===== src/rtl/uart_pkg.sv =====
// Shared types for the UART TX arbiter: FSM states, frame fields, SOF default, checksum helper.
// Pure declarations, no logic of its own.
package uart_pkg;

  typedef enum logic [2:0] {ST_IDLE, ST_SOF, ST_ID, ST_PAY, ST_CHK} state_t;

  typedef enum logic [1:0] {FLD_SOF, FLD_ID, FLD_PAY, FLD_CHK} field_t;

  localparam logic [7:0] SOF_DEFAULT = 8'hAA;

  function automatic logic [7:0] chk_xor(input logic [7:0] acc, input logic [7:0] b);
    return acc ^ b;
  endfunction

  // IDLE carries no field; callers gate it with tx_valid
  function automatic field_t field_of(input state_t s);
    case (s)
      ST_ID:   return FLD_ID;
      ST_PAY:  return FLD_PAY;
      ST_CHK:  return FLD_CHK;
      default: return FLD_SOF;
    endcase
  endfunction

endpackage


===== src/rtl/rr_arbiter.sv =====
// Combinational round-robin pick: first set req strictly after ptr, wrapping at N.
// Zero latency; no flow control.
module rr_arbiter #(
  parameter int N  = 4,
  parameter int IW = (N > 1) ? $clog2(N) : 1
) (
  input  logic [N-1:0]  req,
  input  logic [IW-1:0] ptr,
  output logic [N-1:0]  gnt,
  output logic [IW-1:0] idx,
  output logic          any
);

  always_comb begin
    logic [IW-1:0] cand;
    gnt  = '0;
    idx  = '0;
    any  = 1'b0;
    cand = '0;
    for (int k = 1; k <= N; k++) begin
      cand = IW'((int'(ptr) + k) % N);
      if (!any && req[cand]) begin
        any       = 1'b1;
        idx       = cand;
        gnt[cand] = 1'b1;
      end
    end
  end

endmodule


===== src/rtl/uart_tx_arbiter.sv =====
// Round-robin share of one UART TX byte stream; frame = SOF, ID, payload, XOR checksum.
// tx_valid one cycle after grant; all outputs hold while tx_ready is low, no timeout.
module uart_tx_arbiter
  import uart_pkg::*;
#(
  parameter int          N_REQ         = 4,
  parameter int          PAYLOAD_BYTES = 4,
  parameter logic [7:0]  SOF           = SOF_DEFAULT
) (
  input  logic                             clk,
  input  logic                             rst_n,
  input  logic [N_REQ-1:0]                 req,
  input  logic [N_REQ*PAYLOAD_BYTES*8-1:0] payload,
  output logic [N_REQ-1:0]                 done,
  output logic [2:0]                       grant_id,
  output logic                             busy,
  output logic [7:0]                       tx_data,
  output logic                             tx_valid,
  input  logic                             tx_ready
);

  localparam int IW  = $clog2(N_REQ);
  localparam int PBW = PAYLOAD_BYTES * 8;
  localparam int CW  = (PAYLOAD_BYTES > 1) ? $clog2(PAYLOAD_BYTES) : 1;

  state_t           state, state_nxt;
  logic [IW-1:0]    ptr, arb_idx;
  logic [N_REQ-1:0] arb_gnt;
  logic             arb_any;
  logic [PBW-1:0]   pay_q, sel_pay;
  logic [CW-1:0]    cnt;
  logic [7:0]       chk;
  logic             xfer, last_pay;

  rr_arbiter #(.N(N_REQ), .IW(IW)) u_arb (
    .req (req),
    .ptr (ptr),
    .gnt (arb_gnt),
    .idx (arb_idx),
    .any (arb_any)
  );

  always_comb begin
    sel_pay = '0;
    for (int i = 0; i < N_REQ; i++) begin
      if (arb_gnt[i]) sel_pay = payload[i*PBW +: PBW];
    end
  end

  assign xfer     = tx_valid & tx_ready;
  assign last_pay = (cnt == CW'(PAYLOAD_BYTES - 1));
  assign busy     = (state != ST_IDLE);

  always_ff @(posedge clk or negedge rst_n) begin
    if (!rst_n) state <= ST_IDLE;
    else        state <= state_nxt;
  end

  always_comb begin
    state_nxt = state;
    tx_valid  = 1'b0;
    tx_data   = '0;
    case (state)
      ST_IDLE: if (arb_any)               state_nxt = ST_SOF;
      ST_SOF:  if (tx_ready)              state_nxt = ST_ID;
      ST_ID:   if (tx_ready)              state_nxt = ST_PAY;
      ST_PAY:  if (tx_ready && last_pay)  state_nxt = ST_CHK;
      ST_CHK:  if (tx_ready)              state_nxt = ST_IDLE;
      default:                            state_nxt = ST_IDLE;
    endcase
    if (state != ST_IDLE) begin
      tx_valid = 1'b1;
      case (field_of(state))
        FLD_SOF: tx_data = SOF;
        FLD_ID:  tx_data = {5'b0, grant_id};
        FLD_PAY: tx_data = pay_q[7:0];
        FLD_CHK: tx_data = chk;
        default: tx_data = '0;
      endcase
    end
  end

  // Payload is a shift register: the current byte is always the low byte.
  always_ff @(posedge clk or negedge rst_n) begin
    if (!rst_n) begin
      grant_id <= '0;
      ptr      <= IW'(N_REQ - 1);
      pay_q    <= '0;
      cnt      <= '0;
      chk      <= '0;
      done     <= '0;
    end else begin
      done <= '0;
      case (state)
        ST_IDLE: if (arb_any) begin
          grant_id <= 3'(arb_idx);
          pay_q    <= sel_pay;
        end
        ST_ID: if (xfer) begin
          cnt <= '0;
          chk <= {5'b0, grant_id};
        end
        ST_PAY: if (xfer) begin
          pay_q <= pay_q >> 8;
          cnt   <= cnt + CW'(1);
          chk   <= chk_xor(chk, pay_q[7:0]);
        end
        ST_CHK: if (xfer) begin
          done <= N_REQ'(1) << grant_id;
          ptr  <= grant_id[IW-1:0];
        end
        default: ;
      endcase
    end
  end

endmodule

===== config.mk =====
export PLATFORM = sky130hd
export DESIGN_NAME = uart_tx_arbiter
export DESIGN_NICKNAME = d
export VERILOG_FILES = /design/src/rtl/uart_pkg.sv /design/src/rtl/rr_arbiter.sv /design/src/rtl/uart_tx_arbiter.sv
export SDC_FILE = /design/constraint.sdc
export NUM_CORES = 1
export LEC_CHECK = 0
export ABC_AREA = 1
export CAP_MARGIN = 20
export CORE_UTILIZATION = 45
export DETAILED_ROUTE_END_ITERATION = 10
export DONT_BUFFER_PORTS = 1
export HOLD_SLACK_MARGIN = 0.1
export SLEW_MARGIN = 20
export SYNTH_ARGS = -nofsm -noshare
export SYNTH_HDL_FRONTEND = slang
export SYNTH_SLANG_ARGS = --single-unit

===== constraint.sdc =====
create_clock -name clk -period 2.65 [get_ports clk]
set_input_delay 0.3975 -clock clk [delete_from_list [all_inputs] [get_ports clk]]
set_output_delay 0.3975 -clock clk [all_outputs]
set_load 0.005 [all_outputs]

# Word-level counts from Yosys, hierarchy flattened
# Index checks and enable logic that the tools add are counted.
word_totals:
  register_bits: 53
  in_bits: 135
  output_inout_bits: 17
  word_cells: 116
classes:
  add_sub_neg: 5
  magnitude_cmp: 8
  n_eq_ne: 15
  shift: 1
  n_mux: 54
  n_bitwise: 5
  reduce_logical: 21
op_table:
  columns: ["operator", "n"]
  rows:
  - ["32-bit two-way mux", 6]
  - ["32-bit case mux with 2 select lines", 1]
  - ["8-bit case mux with 4 select lines", 1]
  - ["4-bit two-way mux", 6]
  - ["8-bit two-way mux", 3]
  - ["8-bit case mux with 2 select lines", 1]
  - ["3-bit two-way mux", 5]
  - ["3-bit case mux with 5 select lines", 1]
  - ["2-bit two-way mux", 7]
  - ["2-bit inequality test, second input constant", 7]
  - ["1-bit two-way mux", 13]
  - ["2-bit by 3-bit < comparator with 1-bit output, second input constant", 4]
  - ["4-bit OR", 3]
  - ["1-bit binary-select mux with 2-bit select", 4]
  - ["1-bit demux with 2-bit select", 4]
  - ["2-bit by 1-bit greater-or-equal comparator with 1-bit output, second input constant", 4]
  - ["1-bit logical AND", 8]
  - ["8-bit XOR", 1]
  - ["2-bit by 1-bit adder with 2-bit output, second input constant", 3]
  - ["2-bit == test, second input constant", 3]
  - ["3-bit by 2-bit == test with 1-bit output, second input constant", 2]
  - ["2-bit case mux with 3 select lines", 1]
  - ["3-bit AND reduction", 2]
  - ["5-bit AND reduction", 1]
  - ["other kinds (13)", 18]

# Logic depth before layout (Yosys ltp)
# Gate-level depths: netlist (run 1).
logic_depth:
  word_depth: 19
  ltp_mapped: 17
  depth_no_buf: 16

# By module
# A second synthesis (run 1) with hierarchy kept.
unflattened:
  cells_unflattened: 662
  hier_area_um2: 4244.1
modules_own_cells:
  columns: ["mod", "instances", "cells_per_inst", "area_each_um2", "seq_area_each_um2"]
  rows:
  - ["uart_tx_arbiter", 1, 588, 3786.1, 1328.8]
  - ["rr_arbiter", 1, 74, 457.9, 0.0]

# Worst setup path before layout (run 1)
# Ideal clock, no wire load.
synth_timing:
  path_kind: "reg2reg"
  startpoint: "reg ptr[0]"
  endpoint: "reg pay_q[1]"
  setup_ns: 0.116
  arrival_ns: 2.341
  t_required_ns: 2.534
  path_slack_ns: 0.193
  path_stages_with_launch: 16
  n_path_buf: 1
  synth_period_minus_slack_ns: 2.457
  cell_sequence: "dfstp_2 > inv_2 > ha_1 > inv_1 > nand3_2 > nand2_4 > nor2_8 > nand3_2 > o21ai_4 > inv_4 > buf_6 > or2_0 > nand2_1 > nand2_1 > nand2_1 > nand2_1"
synth_via:
  elab_chain_cells: 19
  word_cells_on_any_way: 57
  cone_classes: "add/sub: 4; order compare: 8; eq/ne: 1; mux: 30; bitwise: 3; reduce/logical: 11"
synth_rtl:
  columns: ["item", "line", "rtl"]
  rows:
  - ["start: declaration", "uart_tx_arbiter.sv:27", "logic [IW-1:0] ptr, arb_idx;"]
  - ["start signal: assignment", "uart_tx_arbiter.sv:87", "ptr <= IW'(N_REQ - 1);"]
  - ["start signal: assignment", "uart_tx_arbiter.sv:110", "ptr <= grant_id[IW-1:0];"]
  - ["parallel branches: the longest is 19 deep, another holds 2-bit by 3-bit < comparator with 1-bit output", null, null]
  - ["end signal: assignment", "uart_tx_arbiter.sv:97", "pay_q <= sel_pay;"]
  - ["end signal: assignment", "uart_tx_arbiter.sv:104", "pay_q <= pay_q >> 8;"]
  - ["end: declaration", "uart_tx_arbiter.sv:30", "logic [PBW-1:0] pay_q, sel_pay;"]
# Several ways; the timed one is not identified. The select of a mux whose other input is x is not followed.
# A chain may end at the register's enable or synchronous reset.

# Final worst setup path (run 1)
layout_timing:
  startpoint: "reg ptr[1]"
  endpoint: "reg pay_q[12]"
# The elaborated chain is that of the path after synthesis.

==> results of run 1 <==
==> sequential cells by signal, indices dropped and copies added, names as in the netlist <==
name and flops:
chk 8, cnt 2, done 4, grant_id 2, pay_q 32, ptr 2, state 3
==> cell families after synthesis <==
family,synth area share [%]
adder cells (fa/ha/maj),2.490
other,0.08291
AND/OR/NAND/NOR,40.86
buffers and inverters,11.53
flip-flops,29.38
XOR/XNOR,0.5810
AO/OA/AOI/OAI,15.08
==> repair_timing <==
| item | in CTS | in global routing |
|---|---|---|
| setup buffers | 0 | 10 |
| hold buffers | 2 | 0 |
| endpoints found under the setup margin | 0 | 33 |
| endpoints found under the hold margin | 53 | 0 |
| resized for setup | 0 | 20 |
==> layer usage <==
layer,global-route usage [%],wire [µm],vias up
li1,-,-,2231
met1,31.82,5727,2035
met2,46.31,6563,158
met3,5.198,900,20
met4,7.473,247,2
met5,0,17,-
==> worst min path at each step <==
| stage | depth (start not counted) | slack, ns | endpoint |
|---|---|---|---|
| 2_1_floorplan | 0 | 0.10 | chk[0]$_DFFE_PN0P_ |
| 3_3_place_gp | 0 | 0.10 | state[1]$_DFFE_PN0P_ |
| 3_5_place_dp | 0 | 0.10 | chk[1]$_DFFE_PN0P_ |
| 4_1_cts | 1 | 0.18 | state[2]$_DFFE_PN0P_ |
| 5_1_grt | 1 | 0.19 | state[2]$_DFFE_PN0P_ |
| 6_report | 1 | 0.18 | state[2]$_DFFE_PN0P_ |
==> cell usage after synthesis, types with 3 or more instances <==
| cell | count | area (µm²) |
|---|---|---|
| nor2_4 | 3 | 33.78 |
| buf_4 | 9 | 67.56 |
| a31oi_1 | 4 | 25.02 |
| ha_1 | 9 | 112.6 |
| nor2_1 | 64 | 240.2 |
| or2_2 | 3 | 18.77 |
| a21oi_1 | 49 | 245.2 |
| inv_1 | 56 | 210.2 |
| o22ai_1 | 6 | 37.54 |
| nand3_1 | 19 | 95.09 |
| clkbuf_1 | 3 | 11.26 |
| nand2_2 | 7 | 43.79 |
| or2_0 | 20 | 125.1 |
| nand4_1 | 3 | 18.77 |
| inv_2 | 4 | 15.01 |
| xor2_1 | 3 | 26.28 |
| o21ai_0 | 15 | 75.07 |
| o21a_1 | 10 | 75.07 |
| buf_6 | 13 | 146.4 |
| buf_2 | 11 | 55.05 |
| dfrtp_1 | 51 | 1276 |
| a21oi_2 | 11 | 96.34 |
| nand2_1 | 310 | 1164 |
==> critical path, stage by stage (launching register included) <==
cell and delay, ns:
dfstp_2 0.54, inv_1 0.07, ha_4 0.31, inv_4 0.04, nand3_4 0.08, nand2_8 0.09, nor2_8 0.14, nand2_2 0.08
nor2_2 0.13, nor2_4 0.06, o21ai_4 0.06, buf_12 0.15, buf_12 0.14, inv_6 0.07, or2_0 0.20, nand2_1 0.08
nand2_1 0.05, nand2_1 0.08, nand2_1 0.05
==> metrics by stage <==
step	setup WS [ns]	cells	util (%)	TNS, ns
finish	0.1346	855	50.67	0
global route	-0.004101	854	50.64	-0.004101
CTS	0.007350	843	48.81	0
detailed placement	0.01705	833	47.24	0
global placement	0.08063	833	47.24	0
floorplan	0.1925	714	-	0
==> layout make-up <==
type | instances | area share [%]
multi-input combinational | 562 | 55.13
sequential | 53 | 26.83
timing repair buffer | 33 | 6.872
inverter | 63 | 5.179
tap | 133 | 3.360
clock buffer | 7 | 1.743
clock inverter | 1 | 0.6064
timing repair inverter | 1 | 0.1769
antenna | 2 | 0.1011
==> impl_metrics.toml, run 1 <==
[run_status]
outcome = "finished clean"

[cells_and_area]
multi_input_area_mm2 = 0.002730
fin_area_mm2 = 0.004952
fillers = 1013
drive_gt1_share_pct = 12.50
syn_to_final_growth_pct = 9.488
ff_latch_area_mm2 = 0.001329
final_cell_mix = "nand2_1 (309), nor2_1 (64), inv_1 (54)"
nNetsFinal = 863
final_common_cell = "nand2_1"

[grt]
grt_pass1_vias = 4194
antenna_found_initial = 3
grtUsageTotal_pct = 26.05
grt_max_degree = 54
grt_pass1_wl_mm = 20.74
grt_overflow = 0

[sta]
max_freq_mhz = 397.5
fin_crit_sh_pct = 94.92
setup_violations = 0
final_hold_viol_count = 0
maxSlewViolCount = 0
relSlewSlack_pct = 66.61
timing.final.crit_period_ns = 2.515
tightest_slew_ns = 0.4956
fin_skew_ns = 0.01013
holdWs_ns = 0.1848

[drt]
via_per_inst = 5.200
drt.antenna.violating_nets = 0
vias = 4446
wl_mm = 13.46
drt-pass1-iter-count = 4
drtIter0Drc = 158
routedWlPerCell_um = 15.74
drc_errors = 0

[yosys]
ys_seq_elements = 53
syn_inst = 714
synth_seq_area_share_pct = 29.38
netlist_area_mm2 = 0.004523
synth_top_flop_cell = "dfrtp_1"
synth_edf_count = 0
yosys.cell_types.count = 45
avgSynthCellArea_um2 = 6.335
syn-num-nets = 858
ys_async_sr_fraction_pct = 100.0
yosys_warnings = 0

[floorplanning]
die_h_um = 102.3
rows = 36
core_area_mm2 = 0.009774
dieArea_mm2 = 0.01046
start_util_pct = 46.27
die_w_um = 102.3
ios = 152

[worst_setup_path]
worst-r2r-cell-count = 18
r2r_end = "pay_q[12]$_DFFE_PN0P_"
crit_end = "pay_q[12]$_DFFE_PN0P_"
cp-start-kind = "flip-flop"
critPathRequiredTime_ns = 2.87
timing_worst_setup_path_type = "reg2reg"
critPathCaptureType = "flip-flop"
crit_fanout = 16
cp_data_arrival_time_ns = 2.73
rr_startpoint = "ptr[1]$_DFFE_PN1P_"
startpoint = "ptr[1]$_DFFE_PN1P_"
r2r_slack_ns = 0.13

[min_path]
hold_path_class = "in2reg"
hp-start = "tx_ready"

[placement]
dp_hpwl_mm = 9.958
port_buffers = 0
placed_area_mm2 = 0.004617
place.gp.congestion = 0.8682

[cts]
insertion_delay_ns = 0.32
cts_made_buffers = 5
clockRootBuffer = "clkbuf_8"
cts_max_path_buffers = 2
cts.sinks = 53
h-tree-depth = 2
cts_tree = "done"
path_clk_slew_ns = 0.10

[run]
max-cap-violations = 0
Power of run 1 is left out: the tool's default activity adds up to more than one toggle a clock period on the data nets, which glitch-free logic cannot reach.
==> run 2, diff against run 1 <==
--- a/config.mk
+++ b/config.mk
@@ -11,6 +11,7 @@
 export DETAILED_ROUTE_END_ITERATION = 10
 export DONT_BUFFER_PORTS = 1
 export HOLD_SLACK_MARGIN = 0.1
+export RECOVER_POWER = 25
 export SLEW_MARGIN = 20
 export SYNTH_ARGS = -nofsm -noshare
 export SYNTH_HDL_FRONTEND = slang
==> run 2 against run 1 <==
Routed wire length is essentially flat. Fmax is essentially flat. Core utilization shrank 0.23 points. Highest routed layer unchanged.
==> impl_metrics.toml, run 2 (same netlist as run 1, synthesis figures left out) <==
[sta]
holdWs_ns = 0.1857
fin_skew_ns = 0.009205
tightest_slew_ns = 1.337
fin_crit_sh_pct = 95.01
max_freq_mhz = 397.2
maxSlewViolCount = 0
final_hold_viol_count = 0
relSlewSlack_pct = 10.86
timing.final.crit_period_ns = 2.518
worst_slack_ns = 0.1323
setup_violations = 0

[min_path]
hold_path_class = "in2reg"

[floorplanning]
rows = 36
die_w_um = 102.3
ios = 152
dieArea_mm2 = 0.01046
start_util_pct = 46.27
core_area_mm2 = 0.009774
die_h_um = 102.3

[worst_setup_path]
critical_path.most_common_cell = "nand2_1"
critPathCaptureType = "flip-flop"
cp-start-kind = "flip-flop"
crit_chain = "inv_1 -> ha_4 -> inv_4 -> nand3_4 -> nand2_8 -> nor2_8 -> nand2_2 -> nor2_2 -> nor2_4 -> o21ai_4 -> buf_12 -> buf_12 -> inv_6 -> or2_0 -> nand2_1 -> nand2_1 -> nand2_1 -> nand2_1"
crit_buf_inv = 5
crit_fanout = 16
startpoint = "ptr[1]$_DFFE_PN1P_"
timing_worst_setup_path_type = "reg2reg"
worst-r2r-cell-count = 18
r2r_end = "pay_q[12]$_DFFE_PN0P_"
cp_data_arrival_time_ns = 2.74
rr_startpoint = "ptr[1]$_DFFE_PN1P_"
cp_top_family = "simple AND/OR/NAND/NOR gates"
critPathMaxStageDelay_ns = 0.54
worst-path-stages = 18
critPathRequiredTime_ns = 2.87
r2r_slack_ns = 0.13
slowest_stage = "dfstp_2"
crit_end = "pay_q[12]$_DFFE_PN0P_"

[cells_and_area]
nNetsFinal = 863
final_common_cell = "nand2_1"
syn_to_final_growth_pct = 8.990
drive_gt1_share_pct = 12.50
fillers = 1015
final_cell_mix = "nand2_1 (309), nor2_1 (64), inv_1 (54)"
reg_top3 = "pay_q x32, chk x8, done x4"
top_register = "pay_q"
largest_reg_flops = 32

[cts]
h-tree-depth = 2
path_clk_slew_ns = 0.10
cts_max_path_buffers = 2
cts_made_buffers = 5
cts_tree = "done"
cts.sinks = 53
insertion_delay_ns = 0.32
clockRootBuffer = "clkbuf_8"

[run]
max-cap-violations = 0

[grt]
grtUsageTotal_pct = 26.05
grt_pass1_vias = 4194
grt_overflow = 0
antenna_found_initial = 3
grt_max_degree = 54
grt_pass1_wl_mm = 20.74

[drt]
drt-pass1-iter-count = 4
wl_mm = 13.45
vias = 4448
routedWlPerCell_um = 15.74
drc_errors = 0
drt.antenna.violating_nets = 0
via_per_inst = 5.202
drtIter0Drc = 157

[placement]
place.gp.congestion = 0.8682
dp_hpwl_mm = 9.958
dpl_worst_slack_ns = 0.01705
port_buffers = 0

[run_status]
outcome = "finished clean"
-- run 2: cell type report --
type,count,area [µm²],share of cell area (%)
Inverter,63,256.5,5.203
Multi-Input combinational cell,562,2730,55.38
Tap cell,133,166.4,3.376
Timing Repair Buffer,33,317.8,6.447
Antenna cell,2,5.005,0.1015
Clock inverter,1,30.03,0.6091
Timing Repair inverter,1,8.758,0.1777
Sequential cell,53,1329,26.95
Clock buffer,7,86.33,1.751
-- run 2: worst min-delay path by stage --
| stage | start | to | slack (ns) | depth (start not counted) |
|---|---|---|---|---|
| 2_1_floorplan | rst_n | chk[0]$_DFFE_PN0P_ | 0.10 | 0 |
| 3_3_place_gp | rst_n | state[1]$_DFFE_PN0P_ | 0.10 | 0 |
| 3_5_place_dp | rst_n | chk[1]$_DFFE_PN0P_ | 0.10 | 0 |
| 4_1_cts | tx_ready | state[2]$_DFFE_PN0P_ | 0.18 | 1 |
| 5_1_grt | tx_ready | state[2]$_DFFE_PN0P_ | 0.19 | 1 |
| 6_report | tx_ready | state[2]$_DFFE_PN0P_ | 0.19 | 1 |
-- run 2: stage by stage --
stage	util (%)	instance area (µm²)	TNS, ns	cells
global route	50.41	4927	-0.004101	854
floorplan	-	4523	0	714
CTS	48.81	4771	0	843
global placement	47.24	4617	0	833
detailed placement	47.24	4617	0	833
finish	50.44	4930	0	855
-- run 2: per-layer routing --
metal	GRT usage, %	vias up	routed length (µm)
met2	46.31	163	6613
met3	5.198	20	941
li1	-	2230	-
met5	0	-	17
met1	31.82	2033	5635
met4	7.473	2	247
-- run 2: repair_timing --
action,CTS,global route
gates resized for setup,0,20
hold buffers,2,0
hold endpoints to repair,53,0
buffers inserted,0,10
setup endpoints to repair,0,33
Power of run 2 is left out for the same reason.
